`src/rtl/dma_timing_control.sv`:
```
// -----------------------------------------------------------------------------
// dma_timing_control
//   Transfer timing and control engine of an 8237A-style DMA controller.
//   Takes the channel granted by the priority encoder, runs the HRQ/HLDA bus
//   handshake, sequences the SI/S0/S1/S2/S3/SW/S4 transfer cycle, drives the
//   address and command strobes, counts words, detects terminal count and
//   hands the updated address/count back to the channel register file.
//
// Ports
//   Clock, Reset           system clock, synchronous active-high reset
//   ValidReqID, ReqID      granted channel from the priority encoder
//   PendingReq             live requests per channel (demand-mode continuation)
//   Hlda                   hold acknowledge from the CPU
//   Ready                  slow-device ready, low inserts SW wait states
//   EOPIn_n                external end-of-process, active low
//   Mode, CurAddr, CurCount, BaseAddr, BaseCount
//                          register-file view of the channel selected by ReqID
//   Hrq                    hold request to the CPU
//   AEN, ADSTB, Address    address-bus ownership, strobe and transfer address
//   MEMR_n, MEMW_n, IOR_n, IOW_n
//                          command strobes, active low
//   EOPOut_n, TC           terminal-count indications
//   WB, WBChannel, WBAddr, WBCount
//                          one-cycle write-back of the next address/count
//
// Every output is a flop loaded from the next-state decode, so each output
// shows the value belonging to the state the engine is currently in.
// -----------------------------------------------------------------------------
module dma_timing_control #(
  parameter int ADDR_WIDTH  = 16,
  parameter int COUNT_WIDTH = 16
) (
  input  logic                   Clock,
  input  logic                   Reset,
  input  logic                   ValidReqID,
  input  logic [1:0]             ReqID,
  input  logic [3:0]             PendingReq,
  input  logic                   Hlda,
  input  logic                   Ready,
  input  logic                   EOPIn_n,
  input  logic [7:0]             Mode,
  input  logic [ADDR_WIDTH-1:0]  CurAddr,
  input  logic [COUNT_WIDTH-1:0] CurCount,
  input  logic [ADDR_WIDTH-1:0]  BaseAddr,
  input  logic [COUNT_WIDTH-1:0] BaseCount,
  output logic                   Hrq,
  output logic                   AEN,
  output logic                   ADSTB,
  output logic [ADDR_WIDTH-1:0]  Address,
  output logic                   MEMR_n,
  output logic                   MEMW_n,
  output logic                   IOR_n,
  output logic                   IOW_n,
  output logic                   EOPOut_n,
  output logic                   WB,
  output logic [1:0]             WBChannel,
  output logic [ADDR_WIDTH-1:0]  WBAddr,
  output logic [COUNT_WIDTH-1:0] WBCount,
  output logic                   TC
);

  typedef enum logic [2:0] {
    ST_SI = 3'd0,
    ST_S0 = 3'd1,
    ST_S1 = 3'd2,
    ST_S2 = 3'd3,
    ST_S3 = 3'd4,
    ST_SW = 3'd5,
    ST_S4 = 3'd6
  } state_t;

  localparam logic [1:0] XFER_DEMAND = 2'b00;
  localparam logic [1:0] XFER_SINGLE = 2'b01;
  localparam logic [1:0] XFER_BLOCK  = 2'b10;
  localparam logic [1:0] XFER_CASC   = 2'b11;
  localparam logic [1:0] TYPE_WRITE  = 2'b01;
  localparam logic [1:0] TYPE_READ   = 2'b10;

  localparam logic [ADDR_WIDTH-1:0]  ADDR_ZERO  = {ADDR_WIDTH{1'b0}};
  localparam logic [ADDR_WIDTH-1:0]  ADDR_ONE   = {{(ADDR_WIDTH-1){1'b0}}, 1'b1};
  localparam logic [COUNT_WIDTH-1:0] COUNT_ZERO = {COUNT_WIDTH{1'b0}};
  localparam logic [COUNT_WIDTH-1:0] COUNT_ONE  = {{(COUNT_WIDTH-1){1'b0}}, 1'b1};

  state_t                 state_r;
  state_t                 next_state_s;

  // Active-channel context, frozen at the S0 -> S1 handover.
  // mode_r holds Mode[7:2]: [5:4] transfer mode, [3] decrement,
  // [2] autoinit, [1:0] transfer type.
  logic [1:0]             chan_r;
  logic [5:0]             mode_r;
  logic [ADDR_WIDTH-1:0]  addr_r;
  logic [COUNT_WIDTH-1:0] count_r;
  logic [ADDR_WIDTH-1:0]  base_addr_r;
  logic [COUNT_WIDTH-1:0] base_count_r;
  logic                   term_r;

  logic                   in_xfer_s;
  logic                   hlda_lost_s;
  logic                   eop_now_s;
  logic                   term_next_s;
  logic                   tc_now_s;
  logic                   enter_s4_s;
  logic                   latch_s;
  logic                   rd_phase_s;
  logic                   wr_phase_s;
  logic [ADDR_WIDTH-1:0]  addr_step_s;
  logic [ADDR_WIDTH-1:0]  wb_addr_s;
  logic [COUNT_WIDTH-1:0] wb_count_s;
  logic [ADDR_WIDTH-1:0]  addr_src_s;

  // Mode[1:0] is the channel-select field of the mode register; the channel
  // already arrives on ReqID, so those bits carry nothing for this block.
  logic                   unused_mode_s;
  assign unused_mode_s = ^Mode[1:0];

  // Transfer-cycle status: abort, external EOP and terminal-count detection.
  always_comb begin
    in_xfer_s   = (state_r == ST_S1) || (state_r == ST_S2) || (state_r == ST_S3) ||
                  (state_r == ST_SW) || (state_r == ST_S4);
    hlda_lost_s = in_xfer_s && !Hlda;
    // EOP is only honoured from S1 up to SW; S4 is already completing.
    eop_now_s   = ((state_r == ST_S1) || (state_r == ST_S2) || (state_r == ST_S3) ||
                   (state_r == ST_SW)) && !EOPIn_n;
    term_next_s = term_r || eop_now_s;
    // Count is checked before the decrement, so N programmed gives N+1 words.
    tc_now_s    = (count_r == COUNT_ZERO) || term_next_s;
    latch_s     = (state_r == ST_S0) && Hlda;
  end

  // Next-state decode of the transfer cycle.
  always_comb begin
    next_state_s = state_r;
    case (state_r)
      ST_SI: begin
        if (ValidReqID && !Hlda) next_state_s = ST_S0;
        else                     next_state_s = ST_SI;
      end
      ST_S0: begin
        if (Hlda) next_state_s = ST_S1;
        else      next_state_s = ST_S0;
      end
      ST_S1: begin
        if (hlda_lost_s) next_state_s = ST_SI;
        else             next_state_s = ST_S2;
      end
      ST_S2: begin
        if (hlda_lost_s) next_state_s = ST_SI;
        else             next_state_s = ST_S3;
      end
      ST_S3, ST_SW: begin
        if (hlda_lost_s) next_state_s = ST_SI;
        else if (Ready)  next_state_s = ST_S4;
        else             next_state_s = ST_SW;
      end
      ST_S4: begin
        if (hlda_lost_s || TC || term_r) begin
          next_state_s = ST_SI;
        end else begin
          case (mode_r[5:4])
            XFER_BLOCK:  next_state_s = ST_S1;
            XFER_DEMAND: begin
              if (PendingReq[chan_r]) next_state_s = ST_S1;
              else                    next_state_s = ST_SI;
            end
            XFER_SINGLE: next_state_s = ST_SI;
            XFER_CASC:   next_state_s = ST_SI;
            default:     next_state_s = ST_SI;
          endcase
        end
      end
      default: next_state_s = ST_SI;
    endcase
  end

  // Write-back values and strobe phases derived from the next state.
  always_comb begin
    enter_s4_s  = (next_state_s == ST_S4);
    rd_phase_s  = (next_state_s == ST_S2) || (next_state_s == ST_S3) || (next_state_s == ST_SW);
    wr_phase_s  = (next_state_s == ST_S3) || (next_state_s == ST_SW);
    addr_step_s = mode_r[3] ? (addr_r - ADDR_ONE) : (addr_r + ADDR_ONE);
    if (tc_now_s && mode_r[2]) begin
      wb_addr_s  = base_addr_r;
      wb_count_s = base_count_r;
    end else begin
      wb_addr_s  = addr_step_s;
      wb_count_s = count_r - COUNT_ONE;
    end
    // Entering S1 from S0 the context is still being latched, so take the
    // address straight from the register file.
    if (state_r == ST_S0) addr_src_s = CurAddr;
    else                  addr_src_s = addr_r;
  end

  // State register and sticky external-terminate flag.
  always_ff @(posedge Clock) begin
    if (Reset) begin
      state_r <= ST_SI;
      term_r  <= 1'b0;
    end else begin
      state_r <= next_state_s;
      if (next_state_s == ST_SI) term_r <= 1'b0;
      else                       term_r <= term_next_s;
    end
  end

  // Active-channel context: loaded at the handover, updated on entry to S4.
  always_ff @(posedge Clock) begin
    if (Reset) begin
      chan_r       <= 2'd0;
      mode_r       <= 6'd0;
      addr_r       <= ADDR_ZERO;
      count_r      <= COUNT_ZERO;
      base_addr_r  <= ADDR_ZERO;
      base_count_r <= COUNT_ZERO;
    end else if (latch_s) begin
      chan_r       <= ReqID;
      mode_r       <= Mode[7:2];
      addr_r       <= CurAddr;
      count_r      <= CurCount;
      base_addr_r  <= BaseAddr;
      base_count_r <= BaseCount;
    end else if (enter_s4_s) begin
      addr_r       <= wb_addr_s;
      count_r      <= wb_count_s;
    end
  end

  // Bus handshake, address phase and command strobes.
  always_ff @(posedge Clock) begin
    if (Reset) begin
      Hrq     <= 1'b0;
      AEN     <= 1'b0;
      ADSTB   <= 1'b0;
      Address <= ADDR_ZERO;
      MEMR_n  <= 1'b1;
      MEMW_n  <= 1'b1;
      IOR_n   <= 1'b1;
      IOW_n   <= 1'b1;
    end else begin
      Hrq     <= (next_state_s != ST_SI);
      AEN     <= (next_state_s != ST_SI) && (next_state_s != ST_S0);
      ADSTB   <= (next_state_s == ST_S1);
      if (next_state_s == ST_S1) Address <= addr_src_s;
      MEMR_n  <= !(rd_phase_s && (mode_r[1:0] == TYPE_READ));
      IOR_n   <= !(rd_phase_s && (mode_r[1:0] == TYPE_WRITE));
      MEMW_n  <= !(wr_phase_s && (mode_r[1:0] == TYPE_WRITE));
      IOW_n   <= !(wr_phase_s && (mode_r[1:0] == TYPE_READ));
    end
  end

  // Write-back strobe, terminal count and next address/count.
  always_ff @(posedge Clock) begin
    if (Reset) begin
      WB        <= 1'b0;
      TC        <= 1'b0;
      EOPOut_n  <= 1'b1;
      WBChannel <= 2'd0;
      WBAddr    <= ADDR_ZERO;
      WBCount   <= COUNT_ZERO;
    end else begin
      WB       <= enter_s4_s;
      TC       <= enter_s4_s && tc_now_s;
      EOPOut_n <= !(enter_s4_s && tc_now_s);
      if (enter_s4_s) begin
        WBChannel <= chan_r;
        WBAddr    <= wb_addr_s;
        WBCount   <= wb_count_s;
      end
    end
  end

endmodule

```
`config.mk`:
```
export PLATFORM = sky130hd
export DESIGN_NAME = dma_timing_control
export DESIGN_NICKNAME = d
export VERILOG_FILES = /design/src/rtl/dma_timing_control.sv
export SDC_FILE = /design/constraint.sdc
export NUM_CORES = 1
export LEC_CHECK = 0
export BUFFER_PORTS_ARGS = -buffer_cell sky130_fd_sc_hd__buf_4
export CAP_MARGIN = 30
export CORE_MARGIN = 3
export CORE_UTILIZATION = 35
export CTS_BUF_LIST = sky130_fd_sc_hd__clkbuf_4 sky130_fd_sc_hd__clkbuf_8
export CTS_CLUSTER_SIZE = 25
export DETAILED_ROUTE_END_ITERATION = 6
export SYNTH_ARGS = -nofsm -noshare
export SYNTH_HDL_FRONTEND = slang
export SYNTH_SLANG_ARGS = --single-unit
```
`constraint.sdc`:
```
create_clock -name Clock -period 5.6 [get_ports Clock]
set_input_delay 1.12 -clock Clock [delete_from_list [all_inputs] [get_ports Clock]]
set_output_delay 1.12 -clock Clock [all_outputs]
set_load 0.02 [all_outputs]
```
## Yosys cells after proc, flatten, opt, wreduce, memory -nomap -nowiden

Cells that the tools add are included.
W data, S select, Z words.

- Equal/unequal tests: 17
- Order comparisons: 1
- Add/subtract/negate cells: 3
- Muxes and demuxes: 20
- Reductions and logical operators: 38

Operators with widths:

| operator | count |
|---|---|
| $mux W16 | 8 |
| $sub A16 B1 Y16 const B | 2 |
| $eq A3 B3 Y1 const B | 6 |
| $pmux W3 S6 | 1 |
| $add A16 B1 Y16 const B | 1 |
| $logic_not A16 Y1 | 1 |
| $eq A3 B2 Y1 const B | 4 |
| $logic_and A1 B1 Y1 | 11 |
| $logic_or A1 B1 Y1 | 11 |
| $mux W3 | 3 |
| $pmux W3 S3 | 1 |
| $mux W2 | 4 |
| $logic_not A1 Y1 | 7 |
| $eq A2 B2 Y1 const B | 3 |
| $logic_not A3 Y1 | 2 |
| $reduce_or A2 Y1 | 3 |
| $eq A2 B1 Y1 const B | 2 |
| $eq A3 B1 Y1 const B | 1 |
| $lt A2 B3 Y1 const B | 1 |
| $ne A3 B1 Y1 const B | 1 |
| $reduce_bool A3 Y1 | 1 |
| $bmux W1 S2 | 1 |
| $logic_not A2 Y1 | 1 |
| $mux W1 | 2 |
| $reduce_bool A2 Y1 | 1 |

- Input bits: 84
- Register bits after elaboration: 136
- Word-level logic and storage cells: 101

## Longest topological paths before layout

Gate-level depths: netlist of the first run.

- Word-level depth: 15
- Mapped depth: 11
- Depth with buffers taken out: 8

## Least setup slack after synthesis of the first run

No wires, ideal clock.

- Path type: input port to flip-flop
- Start: input port Hlda
- End: register Address[14]
- Path buffers: 3
- Library setup time: 0.145 ns
- Cell stages on the path: 8
- Data required time: 5.455 ns
- Data arrival time: 2.538 ns
- Slack: 2.917 ns
- Path through: buf_2 > or4_1 > and3_1 > nor2b_2 > buf_6 > buf_6 > nor2_1 > a211oi_2

- Cells in the longest elaborated chain, start to end: 7
- Elaborated cells on any way between the ends: 13
- Classes of those cells: eq/ne (1); mux (7); reduce/logical (5)

Ends and longest elaborated chain:

| element | RTL line | RTL |
|---|---|---|
| from (decl) | 38 | `input logic Hlda,` |
| $logic_not A1 Y1 | 121, 136 |  |
| $logic_and A1 B1 Y1 | 121 | `hlda_lost_s = in_xfer_s && !Hlda;` |
| $logic_or A1 B1 Y1 (2 in series) | 157 | `if (hlda_lost_s \|\| TC \|\| term_r) begin` |
| $mux W3 | 157 |  |
| $pmux W3 S6 (*) | 134 | `case (state_r)` |
| $eq A3 B2 Y1 (*) | 244 | `if (next_state_s == ST_S1) Address <= addr_src_s;` |
| to (signal assigned) | 244 |  |
| to (decl) | 49 | `output logic [ADDR_WIDTH-1:0] Address,` |

Every way passes the cells marked *; elsewhere a longest branch is shown, timed or not.
A chain may end at the register's enable or synchronous reset.

## Worst setup path after layout of the first run

- Start: register mode_r[3]
- End: register WBAddr[11]

- Cells in the longest elaborated chain, start to end: 2

Ends and longest elaborated chain:

| element | RTL line | RTL |
|---|---|---|
| from (decl) | 91 | `logic [5:0] mode_r;` |
| from (signal assigned) | 218 | `mode_r <= Mode[7:2];` |
| $mux W16 | 181 | `addr_step_s = mode_r[3] ? (addr_r - ADDR_ONE) : (addr_r + ADDR_ONE);` |
| $mux W16 | 182 | `if (tc_now_s && mode_r[2]) begin` |
| to (signal assigned) | 267 | `WBAddr <= wb_addr_s;` |
| to (decl) | 57 | `output logic [ADDR_WIDTH-1:0] WBAddr,` |

Every way passes these cells.

==> qor.csv, run 1 <==
metric,value,unit
antenna_found_initial,1,
wl_per_cell,16.86,microns
cts_made_buffers,17,
synth_top_family_by_area,compound AO/OA/AOI/OAI gates,
grt.total_usage,18.72,%
use_met3,5.425,%
synth.avg_cell_area,8.660,sq um
ys_seq_elements,136,
vdd_drop_max,0.1456,mV
yosysWarnings,0,
power.leakage,0.003216,uW
min_path_type,flop to flop,
cp-end-kind,flop,
finalCritPeriodShare,53.98,%
ctsResizeCount,0,
vias,5885,
tns,0,ns
dieArea,20510,sq um
drt-total-wl,18890,microns
muxShareOfSynthArea,3.076,%
busiest_layer,met2,
synth-seq-area-share,41.31,%
outcome,completed,
maxCapViolations,0,
place_congestion,0.8353,
clockRootBuffer,clkbuf_8,
synth.top_cell.area_share,41.31,%
min_period,3.023,ns
ioPinCount,144,
hpwlAfterDp,12970,microns
synth_cells,761,
regArea,2723,sq um
grt_max_degree,79,
coreArea,18210,sq um
post-cts-setup-buffers,0,
rsz0062_at_grt,false,
critPathMaxFanout,17,
clock_skew,0.009373,ns
tightest_slew,0.9438,ns
yosysTopAreaCell,dfxtp_1,
synth_async_sr_flop_share,0,%
drt_iter0_drc,300,
finalHoldViolations,0,
clk_latency,0.46,ns
post-route-util,44.97,%
synthFlopType,dfxtp_1,
ctsHoldBuffers,0,
cts.htree.levels,4,
synth_area_leaders,"dfxtp_1 41%, nand2_1 8.4%, a21oi_1 8.0%, a22oi_1 3.4%, a211oi_2 3.2%",
synthesis.nets,861,
viasPerCell,5.254,
cts_tree,built,
die_h,143.2,microns
firstDrtPassIters,5,
synth_cell_type_count,73,
io_buffers,141,
worstPathArrival,3.34,ns
post_route_cells_drive_above_1_share,24.47,%
multi_input_area,3571,sq um
synthSimpleGateAreaFrac,18.13,%
placed_area,7762,sq um
clockBufferDepth,2,
grt_pass1_vias,5689,
ant_nets,0,
fp.dieW,143.2,microns
fill_cells,1821,
grt.met1_usage,25.88,%
grt_pass1_wl,30280,microns
synth-xor-area-share,2.392,%
areaGrowthSynthToFinish,24.25,%
worst_ep_required_time,5.91,ns
postLayoutCellArea,8188,sq um
num_rows,49,
worstSetupStartpointType,flop,
min_from,WBChannel[1],
grt.overflow.total,0,
relSlewSlack,36.90,%
synth_top_cells_by_count,"147 x nand2_1, 136 x dfxtp_1, 105 x a21oi_1",
cts.sinks,136,
antennaDiodeCount,0,
synth-edff-count,0,
finalSetupViolCount,0,
maxSlewViolCount,0,
criticalPathCategory,flop to flop,
start_util,36.19,%
synth.most_common_cell,nand2_1,
drc,0,
timing.fmax,0.3308,GHz
synthesis.area,6590,sq um
synth_compound_area_share,26.92,%
grtUsageMet2,29.06,%
clkTransAtPathRegs,0.08,ns
finish.net_count,978,
power_density,259.1,nW/um^2
crit_path_start,mode_r[3],
synth_fa_ha_area_share,3.152,%
r2r_start,mode_r[3],
stage by stage:
stage,total power [uW],hold WS [ns],setup slack (ns),cells
after floorplan,1185,0.4316,2.917,761
after global placement,1274,0.4409,2.337,1088
after detailed placement,1275,0.4461,2.329,1088
after CTS,2144,0.4574,2.565,1120
after global routing,2214,0.4709,2.238,1120
final,2122,0.4541,2.577,1120
per-layer routing:
metal,share of wire (%),up-vias
li1,-,2975
met1,47,2718
met2,44,167
met3,7.2,23
met4,1.3,2
met5,0.037,-
kinds of logic after synthesis:
| family | Yosys count |
|---|---|
| buffers and inverters | 66 |
| multiplexers | 19 |
| XOR/XNOR | 18 |
| adder cells (fa/ha/maj) | 16 |
| AND/OR/NAND/NOR | 252 |
| flip-flops | 136 |
| AO/OA/AOI/OAI | 254 |
layout by cell type (no fill, tap or decap), types with 6 or more instances in the layout:
cell type,instances
nand2_1,147
buf_4,151
mux2i_1,18
xnor2_1,11
nor3_1,8
ha_1,15
dfxtp_1,136
a21oi_1,105
nor2_1,37
a22oi_1,30
nor2b_1,7
clkbuf_8,18
a211oi_2,17
inv_1,13
o211ai_1,23
clkinvlp_4,6
o21a_1,10
xor2_1,7
o21ai_0,12
a21o_1,10
nand3_1,9
critical path: stages (launching register included):
cell and delay (ns):
dfxtp_1 0.82, ha_1 0.37, a211o_1 0.33, a21oi_1 0.32, o211ai_1 0.30, and3b_1 0.25
o21ai_0 0.36, a31oi_1 0.14
registers in the layout (all words and copies together) (netlist names):
| register | count |
|---|---|
| Address | 16 |
| WBAddr | 16 |
| WBCount | 16 |
| addr_r | 16 |
| base_addr_r | 16 |
| base_count_r | 16 |
| count_r | 16 |
| mode_r | 6 |
| state_r | 3 |
| WBChannel | 2 |
| chan_r | 2 |
| ADSTB | 1 |
| AEN | 1 |
| EOPOut_n | 1 |
| Hrq | 1 |
| IOR_n | 1 |
| IOW_n | 1 |
| MEMR_n | 1 |
| MEMW_n | 1 |
| TC | 1 |
| WB | 1 |
| term_r | 1 |
power breakdown:
| group | switching (uW) | internal, uW |
|---|---|---|
| logic | 132 | 112 |
| registers | 19.3 | 989 |
| clock network | 410 | 460 |
worst paths after layout:
path / slack, ns / cells after the start / end
max: 2.58 / 7 / WBAddr[11]
min: 0.45 / 2 / WBChannel[1]
max reg2reg: 2.58 / 7 / WBAddr[11]
min reg2reg: 0.45 / 2 / WBChannel[1]
final cells by class:
cell class | instances | share of cell area (%)
Timing Repair Buffer | 151 | 13.84
Inverter | 13 | 0.5960
Tap cell | 229 | 3.499
Multi-Input combinational cell | 559 | 43.61
Sequential cell | 136 | 33.25
Clock inverter | 13 | 2.078
Clock buffer | 19 | 3.117
Power figures use the tool's default switching activity.
==> run 2: changes to the inputs <==
- clock period: 5.6 -> 2.9 ns (I/O delays scaled with it)
==> qor.csv, run 2 (same netlist as run 1, synthesis figures left out) <==
metric,value,unit,change
maxCapViolations,0,,unchanged
antenna_found_initial,1,,unchanged
min_path_type,input port to flop,,
post_route_cells_drive_above_1_share,25.14,%,+0.67 points
outcome,completed,,
areaGrowthSynthToFinish,25.61,%,
fin_ws,0.3668,ns,-2.210 ns
place_congestion,0.8512,,+1.9%
grt.total_usage,18.46,%,-0.26 points
vias,5905,,+0.34%
finish.net_count,986,,+0.82%
fp.dieW,143.2,microns,unchanged
worst_ep_required_time,3.28,ns,-2.63 ns
cts_made_buffers,17,,unchanged
viasPerCell,5.235,,-0.37%
p_comb_share,11.5,%,about the same
antennaDiodeCount,0,,unchanged
grt.overflow.total,0,,unchanged
finalSetupViolCount,0,,unchanged
cts.htree.levels,4,,unchanged
cts.sinks,136,,unchanged
hpwlAfterDp,13370,microns,+3.1%
clkTransAtPathRegs,0.09,ns,about the same
start_util,36.19,%,unchanged
ant_nets,0,,unchanged
die_h,143.2,microns,unchanged
coreArea,18210,sq um,unchanged
min_from,BaseCount[7],,
clk_latency,0.46,ns,about the same
power.leakage,0.003288,uW,+2.2%
firstDrtPassIters,5,,unchanged
drc,0,,unchanged
relSlewSlack,44.60,%,+7.7 points
dp_cells,1096,,+0.74%
power_frac_seq,46.6,%,-0.9 points
power_frac_clock,41.9,%,+0.9 points
ctsResizeCount,0,,unchanged
cp-end-kind,flop,,
slowest_stage,a2111oi_1,,
critPathMaxStageDelay,0.60,ns,-0.22 ns
cts_tree,built,,
grt_pass1_vias,5645,,-0.77%
vdd_drop_max,0.3215,mV,+120%
p_int,3015,uW,+93%
crit_path_start,addr_r[0],,
wl_per_cell,16.79,microns,-0.47%
drt_iter0_drc,361,,+20%
min_period,2.533,ns,-0.4895 ns
timing.fmax,0.3948,GHz,+19%
final_common_cell,buf_4,,
crit_chain,inv_1 > fa_1 > nor2b_1 > o211ai_1 > a2111oi_1 > nor3_1 > a41o_1 > a21oi_1,,
clockRootBuffer,clkbuf_8,,
final_cell_mix,"157 x buf_4, 147 x nand2_1, 136 x dfxtp_1",,
grt_max_degree,73,,-7.6%
fin_cells,1128,,+0.71%
rsz0062_at_grt,false,,
tightest_slew,0.8310,ns,-0.1128 ns
switchingPower,1156,uW,+110%
post-cts-setup-buffers,0,,unchanged
switching_share,27.71,%,+1.3 points
r2r_start,addr_r[0],,
critPathMaxFanout,5,,-12
clock_skew,0.01745,ns,+0.008078 ns
clockBufferDepth,2,,unchanged
io_buffers,141,,unchanged
grt_pass1_wl,29970,microns,-1.0%
pre_cts_ws,0.3936,ns,-1.935 ns
ctsHoldBuffers,0,,unchanged
dieArea,20510,sq um,unchanged
finalHoldViolations,0,,unchanged
finalCritPeriodShare,87.35,%,+33 points
power_density,503.8,nW/um^2,+94%
tns,0,ns,unchanged
criticalPathCategory,flop to flop,,
num_rows,49,,unchanged
maxSlewViolCount,0,,unchanged
worstSetupStartpointType,flop,,
ioPinCount,144,,unchanged
drt-total-wl,18930,microns,+0.24%
worstPathArrival,2.91,ns,-0.43 ns
==> run 2: changes by cell type in the layout (fill, tap and decap cells not counted), sizes merged <==
cell | previous run | this run
buf | 151 | 159
inv | 15 | 21
clkinvlp | 6 | 1
clkbuf | 19 | 17
clkinv | 2 | 3
==> run 2: power by group through the flow <==
stage / registers, uW / clock network (uW) / logic (uW)
6_report: 1940 / 1750 / 478
5_1_grt: 1950 / 1860 / 528
3_3_place_gp: 1990 / 0 / 478
3_5_place_dp: 1990 / 0 / 481
2_1_floorplan: 2000 / 0 / 290
4_1_cts: 1940 / 1780 / 483
==> run 2: through the flow <==
stage	cell area (sq um)	power [uW]	util (%)	hold WS [ns]
finish	8278	4170	45.46	0.3595
global route	8278	4343	45.46	0.3375
CTS	8278	4212	45.46	0.3346
detailed placement	7843	2470	43.07	0.4471
global placement	7828	2466	42.99	0.4418
floorplan	6590	2288	-	0.4316
==> run 2: metal layers <==
| layer | track usage [%] | part of all wire [%] | vias to the layer above |
|---|---|---|---|
| met3 | 4.722 | 5.4 | 17 |
| li1 | - | - | 2993 |
| met1 | 25.74 | 49 | 2743 |
| met2 | 28.83 | 44 | 150 |
| met5 | 0 | 0.090 | - |
| met4 | 4.311 | 1.0 | 2 |
==> run 2: layout make-up <==
type                            count  area (sq um)
Sequential cell                   136          2723
Timing Repair Buffer              159          1214
Fill cell                        1844          9931
Inverter                           13         48.80
Tap cell                          229         286.5
Clock buffer                       17         234.0
Multi-Input combinational cell    559          3571
Clock inverter                     15         201.4
==> run 2: final timing paths <==
check | depth (start not counted) | slack, ns | endpoint
max | 8 | 0.37 | addr_r[14]
min | 3 | 0.36 | base_count_r[7]
max reg2reg | 8 | 0.37 | addr_r[14]
min reg2reg | 2 | 0.46 | base_count_r[4]
==> run 2: critical path: cells and delay by family, from the launching register on <==
family | cells | cell delay (ns)
compound gates | 4 | 1.16
fa+ha+maj | 1 | 0.41
buf+inv | 1 | 0.11
flops | 1 | 0.43
simple gates | 2 | 0.36
==> run 3: changes to the inputs <==
- clock period: 2.9 -> 2.7 ns (I/O delays scaled with it)
==> qor.csv, run 3 (same netlist as run 1, synthesis figures left out) <==
metric,value,unit,change
outcome,completed,,
maxCapViolations,0,,unchanged
grt_pass1_vias,5652,,+0.12%
ioPinCount,144,,unchanged
ctsHoldBuffers,0,,unchanged
grt.overflow.total,0,,unchanged
clockBufferDepth,2,,unchanged
min_path_type,input port to flop,,
grt.total_usage,18.72,%,+0.26 points
clkTransAtPathRegs,0.10,ns,about the same
crit_chain,buf_4 > ha_1 > a211o_1 > a221oi_1 > o211ai_1 > and3b_1 > o21ai_0 > a31oi_1,,
min_period,2.556,ns,+0.02279 ns
critPathMaxStageDelay,0.36,ns,-0.24 ns
cts_made_buffers,17,,unchanged
fill_cells,1862,,+0.98%
firstDrtPassIters,5,,unchanged
die_h,143.2,microns,unchanged
fin_ws,0.1440,ns,-0.2228 ns
post-cts-setup-buffers,0,,unchanged
drc,0,,unchanged
final_cell_mix,"160 x buf_4, 147 x nand2_1, 136 x dfxtp_1",,
worst_ep_required_time,3.03,ns,-0.25 ns
regArea,2723,sq um,unchanged
maxSlewViolCount,0,,unchanged
wl_per_cell,16.92,microns,+0.79%
dieArea,20510,sq um,unchanged
post-route-util,45.31,%,-0.15 points
grt_max_degree,68,,-6.8%
multi_input_area,3571,sq um,unchanged
total_power,4256,uW,+2.0%
clockRootBuffer,clkbuf_8,,
grt_pass1_wl,30130,microns,+0.53%
critPathMaxFanout,8,,+3
finalHoldViolations,0,,unchanged
ctsResizeCount,0,,unchanged
vdd_drop_max,0.2747,mV,-15%
worstPathArrival,2.89,ns,-0.02 ns
cts.sinks,136,,unchanged
drt-total-wl,19140,microns,+1.1%
power.leakage,0.003278,uW,-0.31%
r2r_start,mode_r[3],,
criticalPathCategory,flop to flop,,
start_util,36.19,%,unchanged
timing.fmax,0.3912,GHz,-0.89%
min_from,BaseCount[7],,
finish.net_count,989,,+0.30%
final_common_cell,buf_4,,
coreArea,18210,sq um,unchanged
cts.htree.levels,4,,unchanged
tns,0,ns,unchanged
finalCritPeriodShare,94.67,%,+7.3 points
place_congestion,0.8842,,+3.9%
cp-end-kind,flop,,
clock_skew,0.01951,ns,+0.002055 ns
clk_latency,0.46,ns,about the same
power_density,515.8,nW/um^2,+2.4%
vias,5894,,-0.19%
post_route_cells_drive_above_1_share,25.39,%,+0.25 points
slowest_stage,ha_1,,
pre_cts_ws,0.2399,ns,-0.1537 ns
hpwlAfterDp,13650,microns,+2.1%
antennaDiodeCount,0,,unchanged
worstSetupStartpointType,flop,,
io_buffers,141,,unchanged
viasPerCell,5.211,,-0.45%
rsz0062_at_grt,false,,
fp.dieW,143.2,microns,unchanged
drt_iter0_drc,367,,+1.7%
finalSetupViolCount,0,,unchanged
tightest_slew,0.6941,ns,-0.1369 ns
num_rows,49,,unchanged
ant_nets,0,,unchanged
relSlewSlack,53.59,%,+9.0 points
areaGrowthSynthToFinish,25.19,%,
antenna_found_initial,1,,unchanged
crit_path_start,mode_r[3],,
cts_tree,built,,
-- run 3: changes by cell type in the layout (fill, tap and decap cells not counted) --
cell,before,now
buf_12,1,2
buf_4,157,160
buf_8,1,0
bufinv_16,3,0
clkinv_4,3,1
clkinv_8,0,1
clkinvlp_4,1,2
inv_6,5,7
inv_8,3,4
-- run 3: layer usage --
metal  part of all wire [%]  vias up  track usage (%)
met5                  0.037        -                0
met3                    5.4       16            4.488
li1                       -     3004                -
met2                     44      139            28.56
met4                   0.93        2            5.055
met1                     49     2733            26.55
-- run 3: cell type report --
cell class / instances / area share, %
sequential: 136 / 33.00
timing repair buffer: 162 / 15.04
clock buffer: 17 / 2.836
clock inverter: 15 / 1.774
multi-input combinational: 559 / 43.28
inverter: 13 / 0.5914
tap: 229 / 3.473
-- run 3: worst paths after layout --
kind	endpoint	slack (ns)	cells after the start
hold reg to reg	base_count_r[14]	0.45	2
hold / removal	base_count_r[7]	0.31	3
setup / recovery	WBAddr[11]	0.14	8
setup reg to reg	WBAddr[11]	0.14	8
-- run 3: metrics by stage --
step                hold WS (ns)  instances  cell area (sq um)
floorplan                 0.4316        761               6590
global placement          0.4367       1099               7870
detailed placement        0.4438       1099               7870
CTS                       0.2842       1131               8250
global route              0.2896       1131               8250
finish                    0.3087       1131               8250
-- run 3: power breakdown --
group	internal, uW	total (uW)	leakage, uW	switching (uW)
clock network	687	1650	0.000189	960
registers	2050	2090	0.00110	37.4
logic	239	520	0.00199	281
total	2980	4260	0.00328	1280
-- run 3: worst max-delay path: cells and delay by family, from the launching register on --
family                   cells  cell delay, ns
AND/OR/NAND/NOR              1            0.25
flip-flops                   1            0.33
adder cells (fa/ha/maj)      1            0.36
AO/OA/AOI/OAI                5            1.32
buffers and inverters        1            0.17
